$ cat config.mk
export PLATFORM = sky130hd
export DESIGN_NAME = pc_fetch_unit
export DESIGN_NICKNAME = d
export VERILOG_FILES = /design/src/rtl/pc_pkg.sv /design/src/rtl/pc_ras.sv /design/src/rtl/pc_fetch_unit.sv
export SDC_FILE = /design/constraint.sdc
export NUM_CORES = 1
export LEC_CHECK = 0
export ABC_AREA = 1
export BUFFER_PORTS_ARGS = -buffer_cell sky130_fd_sc_hd__clkbuf_2
export CORE_MARGIN = 2
export CORE_UTILIZATION = 60
export CTS_CLUSTER_DIAMETER = 50
export DETAILED_ROUTE_END_ITERATION = 7
export PLACE_DENSITY = 0.8
export SKIP_LAST_GASP = 1
export SLEW_MARGIN = 20
export SYNTH_ARGS = -nofsm -noshare
export SYNTH_HDL_FRONTEND = slang
export SYNTH_SLANG_ARGS = --single-unit
export TNS_END_PERCENT = 5
$ cat constraint.sdc
create_clock -name clk -period 9 [get_ports clk]
set_input_delay 1.8 -clock clk [delete_from_list [all_inputs] [get_ports clk]]
set_output_delay 1.8 -clock clk [all_outputs]
set_load 0.01 [all_outputs]
$ cat src/rtl/pc_pkg.sv
// Shared definitions for the fetch-stage PC unit: default parameters and
// the encoding of the next-PC source chosen by the priority decoder.
package pc_pkg;

  localparam logic [31:0] DEF_RESET_VEC = 32'h0;
  localparam int          DEF_STEP      = 4;

  typedef enum logic [2:0] {
    SRC_BR   = 3'd0,
    SRC_HOLD = 3'd1,
    SRC_SWAP = 3'd2,
    SRC_RET  = 3'd3,
    SRC_CALL = 3'd4,
    SRC_SEQ  = 3'd5
  } src_e;

endpackage

$ cat src/rtl/pc_ras.sv
// Circular return-address stack. A push when full overwrites the oldest
// entry; empty/full flags are registered alongside the entry count.
module pc_ras
  import pc_pkg::*;
#(
  parameter int ADDR_W    = 32,
  parameter int RAS_DEPTH = 4
) (
  input  logic              clk,
  input  logic              rst_n,
  input  logic              push,
  input  logic              pop,
  input  logic              swap,
  input  logic [ADDR_W-1:0] wdata,
  output logic [ADDR_W-1:0] top,
  output logic              empty,
  output logic              full
);

  localparam int PTR_W = (RAS_DEPTH > 1) ? $clog2(RAS_DEPTH) : 1;
  localparam int CNT_W = PTR_W + 1;
  localparam logic [CNT_W-1:0] CNT_MAX = CNT_W'(RAS_DEPTH);

  logic [ADDR_W-1:0] mem_q [RAS_DEPTH];
  logic [PTR_W-1:0]  tp_q, tp_d, wr_ptr;
  logic [CNT_W-1:0]  cnt_q, cnt_d;
  logic              empty_q, full_q, wr_en;

  always_comb begin
    tp_d   = tp_q;
    cnt_d  = cnt_q;
    wr_en  = 1'b0;
    wr_ptr = tp_q;
    if (push) begin
      tp_d   = tp_q + PTR_W'(1);
      wr_ptr = tp_q + PTR_W'(1);
      wr_en  = 1'b1;
      if (cnt_q != CNT_MAX) cnt_d = cnt_q + CNT_W'(1);
    end else if (pop) begin
      if (cnt_q != '0) begin
        tp_d  = tp_q - PTR_W'(1);
        cnt_d = cnt_q - CNT_W'(1);
      end
    end else if (swap) begin
      wr_en = 1'b1;
    end
  end

  always_ff @(negedge clk or negedge rst_n) begin
    if (!rst_n) begin
      tp_q    <= '0;
      cnt_q   <= '0;
      empty_q <= 1'b1;
      full_q  <= 1'b0;
    end else begin
      tp_q    <= tp_d;
      cnt_q   <= cnt_d;
      empty_q <= (cnt_d == '0);
      full_q  <= (cnt_d == CNT_MAX);
    end
  end

  // Entry storage is not reset; a zero count makes stale entries unreachable.
  always_ff @(negedge clk) begin
    if (wr_en) mem_q[wr_ptr] <= wdata;
  end

  assign top   = mem_q[tp_q];
  assign empty = empty_q;
  assign full  = full_q;

endmodule

$ cat src/rtl/pc_fetch_unit.sv
// Fetch-stage program counter: priority next-PC selection among branch
// redirect, stall hold, call/return via the RAS, and sequential increment.
module pc_fetch_unit
  import pc_pkg::*;
#(
  parameter int                ADDR_W    = 32,
  parameter logic [ADDR_W-1:0] RESET_VEC = ADDR_W'(DEF_RESET_VEC),
  parameter int                STEP      = DEF_STEP,
  parameter int                RAS_DEPTH = 4
) (
  input  logic              clk,
  input  logic              rst_n,
  input  logic              stall,
  input  logic              br_taken,
  input  logic [ADDR_W-1:0] br_target,
  input  logic              call_en,
  input  logic [ADDR_W-1:0] call_target,
  input  logic [ADDR_W-1:0] link_addr,
  input  logic              ret_en,
  output logic [ADDR_W-1:0] pc,
  output logic              pc_valid,
  output logic              ras_empty,
  output logic              ras_full,
  output logic              ret_miss
);

  logic [ADDR_W-1:0] pc_q, pc_d, pc_seq, ras_top;
  logic              valid_q, miss_q, miss_d;
  logic              ras_push, ras_pop, ras_swap;
  src_e              src;

  assign pc_seq = pc_q + ADDR_W'(STEP);

  // The first edge after reset only arms pc_valid, so it is treated as a hold.
  always_comb begin
    src = SRC_SEQ;
    if (br_taken)                src = SRC_BR;
    else if (stall || !valid_q)  src = SRC_HOLD;
    else if (call_en && ret_en)  src = ras_empty ? SRC_CALL : SRC_SWAP;
    else if (ret_en)             src = SRC_RET;
    else if (call_en)            src = SRC_CALL;
  end

  always_comb begin
    pc_d     = pc_seq;
    miss_d   = 1'b0;
    ras_push = 1'b0;
    ras_pop  = 1'b0;
    ras_swap = 1'b0;
    case (src)
      SRC_BR:   pc_d = br_target;
      SRC_HOLD: pc_d = pc_q;
      SRC_SWAP: begin
        pc_d     = ras_top;
        ras_swap = 1'b1;
      end
      SRC_RET: begin
        if (ras_empty) begin
          miss_d = 1'b1;
        end else begin
          pc_d    = ras_top;
          ras_pop = 1'b1;
        end
      end
      SRC_CALL: begin
        pc_d     = call_target;
        ras_push = 1'b1;
      end
      default:  pc_d = pc_seq;
    endcase
  end

  always_ff @(negedge clk or negedge rst_n) begin
    if (!rst_n) begin
      pc_q    <= RESET_VEC;
      valid_q <= 1'b0;
      miss_q  <= 1'b0;
    end else begin
      pc_q    <= pc_d;
      valid_q <= 1'b1;
      miss_q  <= miss_d;
    end
  end

  pc_ras #(
    .ADDR_W   (ADDR_W),
    .RAS_DEPTH(RAS_DEPTH)
  ) u_ras (
    .clk  (clk),
    .rst_n(rst_n),
    .push (ras_push),
    .pop  (ras_pop),
    .swap (ras_swap),
    .wdata(link_addr),
    .top  (ras_top),
    .empty(ras_empty),
    .full (ras_full)
  );

  assign pc       = pc_q;
  assign pc_valid = valid_q;
  assign ret_miss = miss_q;

endmodule

# Word-level counts from Yosys, hierarchy flattened
# Memory sizes are Yosys's and may differ from the RTL's.
# Index checks and enable logic that the tools add are counted.
# W data, S select, Z words.
# classes
add_sub_neg	5
eq_ne	6
muxes	27
n_reduce_logical	9
# op_table
op	count
$pmux W32 S5	1
$add A32 B3 Y32 const B	1
$mux W32	1
$mux W3	9
$mux W1	12
$mux W2	4
$eq A3 B2 Y1 const B	2
$eq A3 B3 Y1 const B	2
$logic_not A3 Y1	2
$reduce_bool A2 Y1	2
$add A3 B1 Y3 const B	1
$eq A3 B1 Y1 const B	1
$ne A3 B3 Y1 const B	1
$reduce_bool A3 Y1	1
$sub A3 B1 Y3 const B	1
$add A2 B1 Y2 const B	1
$reduce_and A2 Y1	1
$sub A2 B1 Y2 const B	1
$logic_and A1 B1 Y1	1
$logic_not A1 Y1	1
$logic_or A1 B1 Y1	1
# totals
ff_bits	41
ramBits	128
output_inout_bits	36
wordCells	55
n_memories	1
# mem_list
memory	depth	width	read_ports	rd_ports_with_merged_regs	wr	line_no	rtl
u_ras.mem_q	4	32	1	0	1	pc_ras.sv:24	logic [ADDR_W-1:0] mem_q [RAS_DEPTH];

# Longest topological paths before layout
# depth
depth_word	12
ltp_mapped	11
depth_no_buf	10

# Cells and area by module
# From an unflattened synthesis, not the netlist that was laid out.
# unflattened
hier_cells	885
area_unflattened_um2	8329.2
# by_module_without_submodules
mod	instances	cells_each	area_per_inst_um2	seq_area_each_um2
pc_ras	1	375	5230.0	4020.1
pc_fetch_unit	1	510	3099.2	850.8

==> summary.txt <==
Global route
  • Vias in the first global route: 7,395
  • Grt ovf: 0
  • Total Routing Usage GR: 31.05%
  • First-pass GRT wire length: 34.73 mm
  • Largest net degree at the start of global routing: 72
  • Initial antenna violation count: 0

Yosys
  • Synthesized area per cell: 8.784 um^2
  • Top cells by area, synth: edfxtp_1 46%, nand2_1 14%, dfrtn_1 12%
  • Post-synth EDFFs: 128
  • Unique masters post-synth: 38
  • Yosys top cell area share: 46.36%
  • Synth area leader: edfxtp_1
  • Sequential element share of the synthesized area: 58.74%
  • Yosys warns: 0
  • Dominant synthesized flop cell: edfxtp_1
  • Syn_nets: 1,052
  • Async SR Flop Fraction: 24.26%
  • Mapped cell area: 8292 um^2
  • Synthesized instance count: 944
  • Synthesized flop and latch total: 169

Drt
  • Antenna-violating nets left: 0
  • Iteration-0 DRC count of the detailed router: 849
  • Drt first pass iters: 5
  • Drc violations: 0
  • WL/cell: 15.99 um
  • Vias per cell: 5.387
  • Final wirelength: 22.24 mm
  • Via Count: 7,494

Setup path
  • Setup slack, reg-to-reg: 5800 ps
  • Slowest Stage Delay on Critical Path: 420 ps
  • Startpoint Class: input port
  • Worst EP arrival: 3420 ps
  • Critical setup path kind: input port to flip-flop
  • Crit-path cells: clkbuf_2, inv_1, nand3_4, nor2_8, nand2_4, inv_4, ha_1, inv_1, nand2_1, nor2_2, buf_4
  • Worst EP required: 4590 ps
  • Crit end category: flip-flop
  • Most used cell, CP: inv_1
  • Slowest cell on crit path: buf_4
  • Worst Path Max Fanout: 32

Pwr
  • PD cells: 255.7 nW/um^2
  • Comb pwr share: 25.1%
  • Total power: 0.002600 W
  • Peak supply drop: 0.0002017 V
  • Leakage: 4.950 nW
  • Net switching power: 0.0009922 W
  • Clk pwr share: 37.1%
  • Int Pwr: 0.001608 W
  • Switching share of power: 38.16%
  • Sequential Power Share: 37.8%

Layout
  • Ant diodes: 0
  • Layout cells sized above 1: 16.13%
  • Synth-to-layout area growth: 22.62%
  • Fin nets: 1,310
  • Fin area: 10,170 um^2

Place
  • Post-DP Area: 9099 um^2
  • Port bufs: 137
  • Final RePlAce weighted congestion: 0.9295
  • Final HPWL DP: 14.34 mm

Clocking
  • Bufs on Longest Clock Path: 2
  • Post-CTS Resized: 0
  • Worst-skew pair later-pin latency: 470 ps
  • H-tree depth: 4
  • CTS tree: done
  • Root Buffer: clkbuf_16
  • Clock sink total: 169
  • Post-CTS Setup Inserts: 0
  • CTS Hold Buffers Added: 0
  • Inserted Clock Buffers: 17
  • Reg clk slew, reported paths: 50 ps

Floorplanning
  • I/O pin count: 138
  • Initial core utilization: 62.12%
  • Row count: 42
  • Die Wd: 121.6 um
  • Die area: 14,780 um^2
  • Core area: 13,350 um^2
  • Chip Height: 121.6 um

Job
  • Max cap viols: 0

Timing
  • Worst Tran Pin Value: 1104 ps
  • Worst Skew: 71.47 ps
  • Unrepaired setup endpoints after global routing: false
  • Count of final hold-check violations: 0
  • Max-slew violations: 0
  • Setup Viol. Count Final: 0
  • Relative slew slack: 26.26%

Worst hold path
  • Worst min path class: flip-flop to flip-flop

Run status
  • Status: finished, final reports clean
cell type report:
type                       count  area (um^2)
sequential                   169         4871
fill                         994         3181
clock buffer                  17        425.4
timing repair buffer         149        775.7
multi-input combinational    677         3003
inverter                      59        225.2
tap                          176        220.2
clock inverter               144        646.9
stage by stage:
stage                     setup slack, ps  hold WS [ps]  utilization [%]  std cells  setup TNS (ps)
after global placement              765.6         456.2            68.17       1231               0
final                                1168         466.1            76.17       1391               0
after floorplan                    -166.2         431.8                -        944          -14380
after CTS                            1175         462.8            76.17       1391               0
after detailed placement            744.2         461.7            68.17       1231               0
after global routing                971.6         509.5            76.17       1391               0
critical path, delay by kind of cell:
| family | cells | cell delay (ps) |
|---|---|---|
| buffers and inverters | 5 | 760 |
| AND/OR/NAND/NOR | 5 | 640 |
| adder cells (fa/ha/maj) | 1 | 230 |
final timing paths:
check                               from                  to  cells past startpoint
setup / recovery                   stall  u_ras.mem_q[1][19]                     11
hold / removal                     pc[1]               pc[1]                      2
max in group asynchronous          rst_n              pc[24]                      1
min in group asynchronous          rst_n            pc_valid                      1
setup reg to reg           u_ras.tp_q[0]  u_ras.mem_q[1][19]                      7
hold reg to reg                    pc[1]               pc[1]                      2
placed cells by master, fill, tap and decap left out, types with 7 or more instances in the layout:
cell	netlist	routed
a21oi_1	35	35
clkbuf_16	0	17
clkbuf_2	0	136
dfrtn_1	40	40
nor2_1	135	131
buf_4	2	12
o21ai_0	29	29
xor2_1	7	7
nand2_1	305	305
inv_1	57	187
edfxtp_1	128	128
nand3_1	129	129
flip-flops by register name, summed over array words and instances, names as in the netlist:
| name | cells |
|---|---|
| ret_miss | 1 |
| u_ras.cnt_q | 3 |
| u_ras.mem_q | 128 |
| u_ras.full | 1 |
| u_ras.empty | 1 |
| pc | 32 |
| pc_valid | 1 |
| u_ras.tp_q | 2 |
power by group through the flow:
stage / clock (W) / combinational, W / sequential (W)
global placement: 0.0000857 / 0.000624 / 0.000987
detailed placement: 0.0000857 / 0.000638 / 0.000990
floorplan: 0.0000857 / 0.000441 / 0.000983
CTS: 0.000978 / 0.000649 / 0.000979
finish: 0.000965 / 0.000654 / 0.000982
global route: 0.00106 / 0.000739 / 0.000986
routing by layer:
layer  routed length (um)  track usage, %  part of all wire, %
met4                  586           16.09                  2.6
met1                 8769           38.81                   39
met5                    0               0                    0
met3                 1618           7.022                  7.3
met2                11270           51.02                   51
Yosys cell counts, types with 4 or more instances:
library cell	n
xor2_1	7
nand2_1	305
ha_1	6
o21ai_0	29
inv_1	57
edfxtp_1	128
o21bai_1	4
nand3_1	129
buf_6	4
buf_2	15
nand4_1	6
a21oi_1	35
dfrtn_1	40
clkbuf_1	14
nor2_1	135
cells by family after synthesis:
kind of cell               synth area share (%)
AOI/OAI and AO/OA                         4.723
xor gates and xnor gates                 0.9507
adders and majority gates                0.9054
buffers and inverters                     5.161
DFF                                       58.74
other                                   0.04523
and+or+nand+nor                           29.47
Power figures use the tool's default switching activity.
